==> src/rtl/cpu_pkg.sv <==
// ---------------------------------------------------------------------------
// cpu_pkg
// Shared definitions for the multi-cycle control path: opcode/funct
// constants, sequencer state encoding, instruction classes and pc_src
// encodings. Imported by mc_op_classifier, mc_sequencer and the
// combinational control decoder.
// ---------------------------------------------------------------------------
package cpu_pkg;

   // Primary opcodes (IR[31:26])
   localparam logic [5:0] OP_RTYPE = 6'b000000;
   localparam logic [5:0] OP_ADDI  = 6'b001000;
   localparam logic [5:0] OP_ANDI  = 6'b001100;
   localparam logic [5:0] OP_BEQ   = 6'b000100;
   localparam logic [5:0] OP_BNE   = 6'b000101;
   localparam logic [5:0] OP_LW    = 6'b110000;
   localparam logic [5:0] OP_SW    = 6'b101011;
   localparam logic [5:0] OP_J     = 6'b000010;
   localparam logic [5:0] OP_NOP   = 6'b111111;
   localparam logic [5:0] OP_STALL = 6'b000110;

   // R-type function codes (IR[5:0])
   localparam logic [5:0] FN_ADD = 6'b100000;
   localparam logic [5:0] FN_SUB = 6'b100010;
   localparam logic [5:0] FN_NOR = 6'b100111;
   localparam logic [5:0] FN_AND = 6'b100100;
   localparam logic [5:0] FN_SLL = 6'b000000;
   localparam logic [5:0] FN_SRL = 6'b000010;
   localparam logic [5:0] FN_JR  = 6'b001000;

   typedef enum logic [2:0] {
      ST_FETCH,
      ST_DECODE,
      ST_EXEC,
      ST_MEM,
      ST_WB,
      ST_STALL,
      ST_HALT
   } state_t;

   // Illegal instructions are folded into CLS_NOP; the separate illegal
   // flag from the classifier carries the distinction.
   typedef enum logic [3:0] {
      CLS_ALU_R,
      CLS_ALU_I,
      CLS_BEQ,
      CLS_BNE,
      CLS_LW,
      CLS_SW,
      CLS_J,
      CLS_JR,
      CLS_NOP,
      CLS_STALL
   } iclass_t;

   typedef enum logic [1:0] {
      PC_SRC_SEQ    = 2'b00,  // PC + 4
      PC_SRC_BRANCH = 2'b01,  // branch target
      PC_SRC_JUMP   = 2'b10,  // jump target
      PC_SRC_REG    = 2'b11   // register (jr)
   } pc_src_t;

   // Classes that need an ALU cycle after DECODE.
   function automatic logic needs_exec(input iclass_t c);
      return (c == CLS_ALU_R) || (c == CLS_ALU_I) || (c == CLS_BEQ) ||
             (c == CLS_BNE)   || (c == CLS_LW)    || (c == CLS_SW);
   endfunction

endpackage

==> src/rtl/mc_op_classifier.sv <==
// ---------------------------------------------------------------------------
// mc_op_classifier
// Combinational opcode/funct classifier.
//   opcode  in  6  IR[31:26]
//   funct   in  6  IR[5:0]
//   iclass  out    instruction class (illegal encodings report CLS_NOP)
//   illegal out 1  unsupported opcode or R-type funct
// ---------------------------------------------------------------------------
module mc_op_classifier
   import cpu_pkg::*;
(
   input  logic [5:0] opcode,
   input  logic [5:0] funct,
   output iclass_t    iclass,
   output logic       illegal
);

   always_comb begin
      iclass  = CLS_NOP;
      illegal = 1'b0;
      case (opcode)
         OP_RTYPE: begin
            case (funct)
               FN_ADD, FN_SUB, FN_NOR, FN_AND, FN_SLL, FN_SRL: iclass = CLS_ALU_R;
               FN_JR:   iclass  = CLS_JR;
               default: illegal = 1'b1;
            endcase
         end
         OP_ADDI, OP_ANDI: iclass = CLS_ALU_I;
         OP_BEQ:           iclass = CLS_BEQ;
         OP_BNE:           iclass = CLS_BNE;
         OP_LW:            iclass = CLS_LW;
         OP_SW:            iclass = CLS_SW;
         OP_J:             iclass = CLS_J;
         OP_NOP:           iclass = CLS_NOP;
         OP_STALL:         iclass = CLS_STALL;
         default:          illegal = 1'b1;  // includes jal
      endcase
   end

endmodule

==> src/rtl/mc_sequencer.sv <==
// ---------------------------------------------------------------------------
// mc_sequencer
// Multi-cycle phase sequencer (FETCH/DECODE/EXEC/MEM/WB plus STALL/HALT)
// for the single-ported datapath. Issues per-cycle strobes, handshakes with
// instruction/data memory, counts retired instructions and keeps sticky
// illegal-opcode and bus-timeout flags.
//   clk, rst        clock, synchronous active-high reset
//   opcode, funct   instruction fields, valid from DECODE onward
//   zero            ALU zero flag, used in EXEC for branches
//   mem_ready       ack for the outstanding imem_req / dmem_req
//   stall_req       external hold, honoured in FETCH only
//   imem_req, dmem_req, dmem_we           memory handshake
//   ir_write, pc_write, pc_src            IR/PC update strobes
//   aluout_write, rf_write                datapath latch strobes
//   halted, illegal_op, bus_error         status
//   instr_count     retired-instruction counter (wraps)
// ---------------------------------------------------------------------------
module mc_sequencer
   import cpu_pkg::*;
#(
   parameter int CNT_W        = 16,
   parameter int STALL_CYCLES = 4,
   parameter int MEM_TIMEOUT  = 15
)(
   input  logic             clk,
   input  logic             rst,
   input  logic [5:0]       opcode,
   input  logic [5:0]       funct,
   input  logic             zero,
   input  logic             mem_ready,
   input  logic             stall_req,
   output logic             imem_req,
   output logic             dmem_req,
   output logic             dmem_we,
   output logic             ir_write,
   output logic             pc_write,
   output logic [1:0]       pc_src,
   output logic             aluout_write,
   output logic             rf_write,
   output logic             halted,
   output logic             illegal_op,
   output logic             bus_error,
   output logic [CNT_W-1:0] instr_count
);

   localparam int WAIT_W  = $clog2(MEM_TIMEOUT + 1);
   localparam int STALL_W = $clog2(STALL_CYCLES + 1);
   // Last count value at which a missing ack still leaves room to wait;
   // a miss here is the MEM_TIMEOUT-th unanswered cycle.
   localparam logic [WAIT_W-1:0]  WAIT_LAST  = WAIT_W'(MEM_TIMEOUT - 1);
   localparam logic [STALL_W-1:0] STALL_LAST = STALL_W'(STALL_CYCLES - 1);

   state_t             state_reg, state_next;
   iclass_t            cls_reg, cls_next;
   logic [WAIT_W-1:0]  wait_cnt_reg, wait_cnt_next;
   logic [STALL_W-1:0] stall_cnt_reg, stall_cnt_next;
   logic [CNT_W-1:0]   count_reg, count_next;
   logic               illegal_reg, illegal_next;
   logic               bus_error_reg, bus_error_next;

   iclass_t dec_class;
   logic    dec_illegal;

   // Raw strobes before reset gating
   logic    imem_req_c, dmem_req_c, dmem_we_c, ir_write_c, pc_write_c;
   logic    aluout_write_c, rf_write_c, retire;
   pc_src_t pc_src_c;

   mc_op_classifier u_classifier (
      .opcode  (opcode),
      .funct   (funct),
      .iclass  (dec_class),
      .illegal (dec_illegal)
   );

   always_ff @(posedge clk) begin
      if (rst) begin
         state_reg     <= ST_FETCH;
         cls_reg       <= CLS_NOP;
         wait_cnt_reg  <= '0;
         stall_cnt_reg <= '0;
         count_reg     <= '0;
         illegal_reg   <= 1'b0;
         bus_error_reg <= 1'b0;
      end else begin
         state_reg     <= state_next;
         cls_reg       <= cls_next;
         wait_cnt_reg  <= wait_cnt_next;
         stall_cnt_reg <= stall_cnt_next;
         count_reg     <= count_next;
         illegal_reg   <= illegal_next;
         bus_error_reg <= bus_error_next;
      end
   end

   always_comb begin
      state_next     = state_reg;
      cls_next       = cls_reg;
      wait_cnt_next  = wait_cnt_reg;
      stall_cnt_next = stall_cnt_reg;
      illegal_next   = illegal_reg;
      bus_error_next = bus_error_reg;
      imem_req_c     = 1'b0;
      dmem_req_c     = 1'b0;
      dmem_we_c      = 1'b0;
      ir_write_c     = 1'b0;
      pc_write_c     = 1'b0;
      pc_src_c       = PC_SRC_SEQ;
      aluout_write_c = 1'b0;
      rf_write_c     = 1'b0;

      case (state_reg)
         ST_FETCH: begin
            // While held, no request is outstanding and the wait count holds.
            if (!stall_req) begin
               imem_req_c = 1'b1;
               if (mem_ready) begin
                  ir_write_c = 1'b1;
                  pc_write_c = 1'b1;
                  state_next = ST_DECODE;
               end
            end
         end

         ST_DECODE: begin
            cls_next = dec_class;
            if (dec_illegal) illegal_next = 1'b1;
            case (dec_class)
               CLS_J: begin
                  pc_write_c = 1'b1;
                  pc_src_c   = PC_SRC_JUMP;
                  state_next = ST_FETCH;
               end
               CLS_JR: begin
                  pc_write_c = 1'b1;
                  pc_src_c   = PC_SRC_REG;
                  state_next = ST_FETCH;
               end
               CLS_STALL: begin
                  stall_cnt_next = '0;
                  state_next     = ST_STALL;
               end
               default: begin
                  state_next = needs_exec(dec_class) ? ST_EXEC : ST_FETCH;
               end
            endcase
         end

         ST_EXEC: begin
            aluout_write_c = 1'b1;
            case (cls_reg)
               CLS_BEQ, CLS_BNE: begin
                  if ((cls_reg == CLS_BEQ) == zero) begin
                     pc_write_c = 1'b1;
                     pc_src_c   = PC_SRC_BRANCH;
                  end
                  state_next = ST_FETCH;
               end
               CLS_LW, CLS_SW: state_next = ST_MEM;
               default:        state_next = ST_WB;
            endcase
         end

         ST_MEM: begin
            dmem_req_c = 1'b1;
            dmem_we_c  = (cls_reg == CLS_SW);
            if (mem_ready) state_next = (cls_reg == CLS_SW) ? ST_FETCH : ST_WB;
         end

         ST_WB: begin
            rf_write_c = 1'b1;
            state_next = ST_FETCH;
         end

         ST_STALL: begin
            if (stall_cnt_reg == STALL_LAST) state_next = ST_FETCH;
            else stall_cnt_next = stall_cnt_reg + STALL_W'(1);
         end

         ST_HALT: ;

         default: state_next = ST_FETCH;
      endcase

      // Shared timeout for whichever request is outstanding. An ack on the
      // limiting cycle wins over the timeout.
      if (imem_req_c || dmem_req_c) begin
         if (mem_ready) begin
            wait_cnt_next = '0;
         end else if (wait_cnt_reg == WAIT_LAST) begin
            wait_cnt_next  = '0;
            bus_error_next = 1'b1;
            state_next     = ST_HALT;
         end else begin
            wait_cnt_next = wait_cnt_reg + WAIT_W'(1);
         end
      end
   end

   // An instruction retires whenever control returns to FETCH from any
   // phase after fetch; HALT never returns and FETCH->FETCH is a wait.
   assign retire = (state_next == ST_FETCH) &&
                   (state_reg != ST_FETCH) && (state_reg != ST_HALT);
   assign count_next = count_reg + {{(CNT_W-1){1'b0}}, retire};

   // Strobes are forced low during reset so nothing fires in the reset cycle.
   assign imem_req     = imem_req_c     & ~rst;
   assign dmem_req     = dmem_req_c     & ~rst;
   assign dmem_we      = dmem_we_c      & ~rst;
   assign ir_write     = ir_write_c     & ~rst;
   assign pc_write     = pc_write_c     & ~rst;
   assign aluout_write = aluout_write_c & ~rst;
   assign rf_write     = rf_write_c     & ~rst;
   assign pc_src       = rst ? 2'b00 : pc_src_c;

   assign halted      = (state_reg == ST_HALT);
   assign illegal_op  = illegal_reg;
   assign bus_error   = bus_error_reg;
   assign instr_count = count_reg;

endmodule

==> config.mk <==
export PLATFORM = sky130hd
export DESIGN_NAME = mc_sequencer
export DESIGN_NICKNAME = d
export VERILOG_FILES = /design/src/rtl/cpu_pkg.sv /design/src/rtl/mc_op_classifier.sv /design/src/rtl/mc_sequencer.sv
export SDC_FILE = /design/constraint.sdc
export NUM_CORES = 1
export LEC_CHECK = 0
export CORE_MARGIN = 4
export CORE_UTILIZATION = 53
export CTS_CLUSTER_SIZE = 40
export DETAILED_ROUTE_END_ITERATION = 10
export PLACE_DENSITY_LB_ADDON = 0.05
export SLEW_MARGIN = 25
export SYNTH_ARGS = -nofsm -noshare
export SYNTH_HDL_FRONTEND = slang
export SYNTH_HIERARCHICAL = 1
export SYNTH_SLANG_ARGS = --single-unit
==> constraint.sdc <==
create_clock -name clk -period 6.33 [get_ports clk]
set_input_delay 0.9495 -clock clk [delete_from_list [all_inputs] [get_ports clk]]
set_output_delay 0.9495 -clock clk [all_outputs]
set_load 0.02 [all_outputs]
==> results.cfg <==
[outcome]
outcome = complete, no violations

[routing]
via_per_inst = 5.73
drc = 0
drt_first_pass_iters = 4
routed-via-count = 1908
ant_nets = 0
drtIter0Drc = 219
wl_per_cell_um = 13.3
totalWireLength_um = 4430

[synthesis]
seq_area_frac_synth_pct = 32.3
ys_warn_count = 6
synthTopCellsByCount = dfxtp_1, nor2_1, a21oi_1, nand2_1, xor2_1
syn-num-nets = 271
netlist.area_leader.share_pct = 32.3
yosys.area.top_type = dfxtp_1
synth_cell_types = 57
synthTopCellsByArea = dfxtp_1, nor2_1, xor2_1
synthFlopType = dfxtp_1
ys_seq_elements = 32
synth_area_um2 = 1980
async_reset_ff_share_pct = 0
syn_area_per_cell_um2 = 8.00
syn-instance-count = 248
synth-edff-count = 0

[worst_setup_path]
cp-start-kind = input pin
r2r_start = state_reg[1]
reg2reg_to = instr_count[14]
crit_path_max_fanout = 4
ff2ff_path_depth = 9
critPathKind = in -> out
rrSetupSlack_ns = 3.15
critPathCaptureType = primary output
cp.required_ns = 5.38
crit_arrival_ns = 3.95

[final_layout]
nFillCells = 299
final_util_pct = 73.4
area_growth_pct = 28.2
fin_cells = 333
largest_register_ffs = 16
drive_gt1_share_pct = 5.57
antenna_cells = 0
fin_nets = 309

[clock_network]
clock-sinks = 32
cts_buffers = 5
h-tree-depth = 2
clkTransAtPathRegs_ns = 0.07
postCtsResizedCells = 0
clk_path_buf_depth = 2
cts_tree = done
clock_latency_ns = 0.28
cts-root-buf = clkbuf_8
postCtsSetupBuffers = 0
cts_hold_buf = 0

[floorplanning]
coreArea_um2 = 3470
row_count = 21
initial_core_util_pct = 57.2
fp.dieW_um = 69.2
die_height_um = 69.2
die_area_um2 = 4790
io_pins = 45

[sta]
tightest_slew_ns = 0.827
period_needed_ns = 4.90
fmax_mhz = 204
max-slew-margin-rel_pct = 43.4
fin_ws_ns = 1.43
final_hold_viol_count = 0
setup_violations = 0
tns_ns = 0
fin_skew_ns = 0.00826
fin_crit_sh_pct = 77.5
drv_slew = 0
rsz0062_at_grt = no

[grt]
grt_pass1_wl_um = 7750
grt_max_degree = 38
grt_antenna_before_repair = 0
gr-total-overflow = 0
grt.total_usage_pct = 19.0
grt_pass1_vias = 1757

[min_path]
hold_end = bus_error
hold_depth = 2
hold_path_class = reg -> reg
min_from = bus_error

[placement]
gp_congestion = 0.900
hpwl_um = 3140
place_inst = 325
io_buffers = 44
dp_slack_ns = 1.20

[job]
maxCapViolations = 0

[power]
ir_drop_v = 0.000110
power.density_nw_per_um2 = 185
leakage_nw = 0.945
power breakdown:
group	total (mW)	internal (mW)	switching (mW)
clock network	0.213	0.139	0.0742
logic	0.0503	0.0245	0.0258
registers	0.207	0.204	0.00315
total	0.470	0.367	0.103
stage by stage:
| stage | hold slack (ns) | total power, mW | instance area [um^2] |
|---|---|---|---|
| after floorplan | 0.464 | 0.241 | 1980 |
| after global placement | 0.457 | 0.260 | 2420 |
| after detailed placement | 0.465 | 0.261 | 2420 |
| after CTS | 0.481 | 0.474 | 2540 |
| after global routing | 0.506 | 0.487 | 2540 |
| final | 0.471 | 0.470 | 2540 |
cells by family after synthesis:
kind of cell             synth area share (%)
flip-flops                               32.3
XOR/XNOR                                 6.18
multiplexers                             3.03
adder cells (fa/ha/maj)                  3.78
AO/OA/AOI/OAI                            17.0
AND/OR/NAND/NOR                          32.6
buffers and inverters                    5.11
worst max path at each step:
stage | from | end | slack [ns] | depth (start not counted)
5_1_grt | funct[0] | instr_count[14] | 1.16 | 14
6_report | funct[5] | pc_write | 1.43 | 9
4_1_cts | funct[5] | pc_write | 1.47 | 9
3_5_place_dp | funct[0] | instr_count[14] | 1.20 | 14
3_3_place_gp | funct[0] | instr_count[14] | 1.23 | 14
2_1_floorplan | opcode[1] | instr_count[14] | 2.28 | 14
metal layers:
layer / vias up / GRT usage (%) / part of all wire, %
met4: 0 / 6.72 / 1.8
met2: 46 / 28.8 / 45
met5: - / 0 / 0
met3: 8 / 4.64 / 4.4
li1: 973 / - / -
met1: 881 / 26.1 / 49
critical path, stage by stage:
cell             delay [ns]
clkdlybuf4s50_1        0.52
nor4bb_1               0.29
nor2_1                 0.08
o311ai_1               0.30
o31ai_1                0.16
nor4b_1                0.62
nand3_1                0.19
a31oi_1                0.22
clkdlybuf4s50_1        0.62
cell usage in the layout, fill, tap and decap left out, types with 2 or more instances in the layout:
cell and count:
clkbuf_8 7, a211oi_1 4, nor4b_1 2, nor2b_1 5
a21o_1 2, and2_1 6, nor3b_1 2, inv_1 8
o21ai_0 7, ha_1 6, xnor2_1 2, nand4_1 7
o21ai_1 3, or3_1 5, and4_1 2, clkdlybuf4s50_1 44
nor3_1 7, and3_1 3, dfxtp_1 32, o31ai_1 3
or2_2 2, a31oi_1 3, nand2b_1 4, xor2_1 12
or4_1 2, nor2_1 32, nand3b_1 2, nand2_1 14
nand3_1 11, mux2i_1 6, a21oi_1 14, nor4bb_1 3
area by class of cell:
cell class | instances | area [um^2] | share of cell area [%]
clock buffers | 7 | 96.3 | 3.79
clock inverters | 1 | 30.0 | 1.18
inverters | 8 | 30.0 | 1.18
multi-input cells | 194 | 1240 | 48.8
flip-flops and latches | 32 | 641 | 25.2
well taps | 46 | 57.6 | 2.26
repair buffers | 45 | 448 | 17.6
Power figures use the tool's default switching activity.
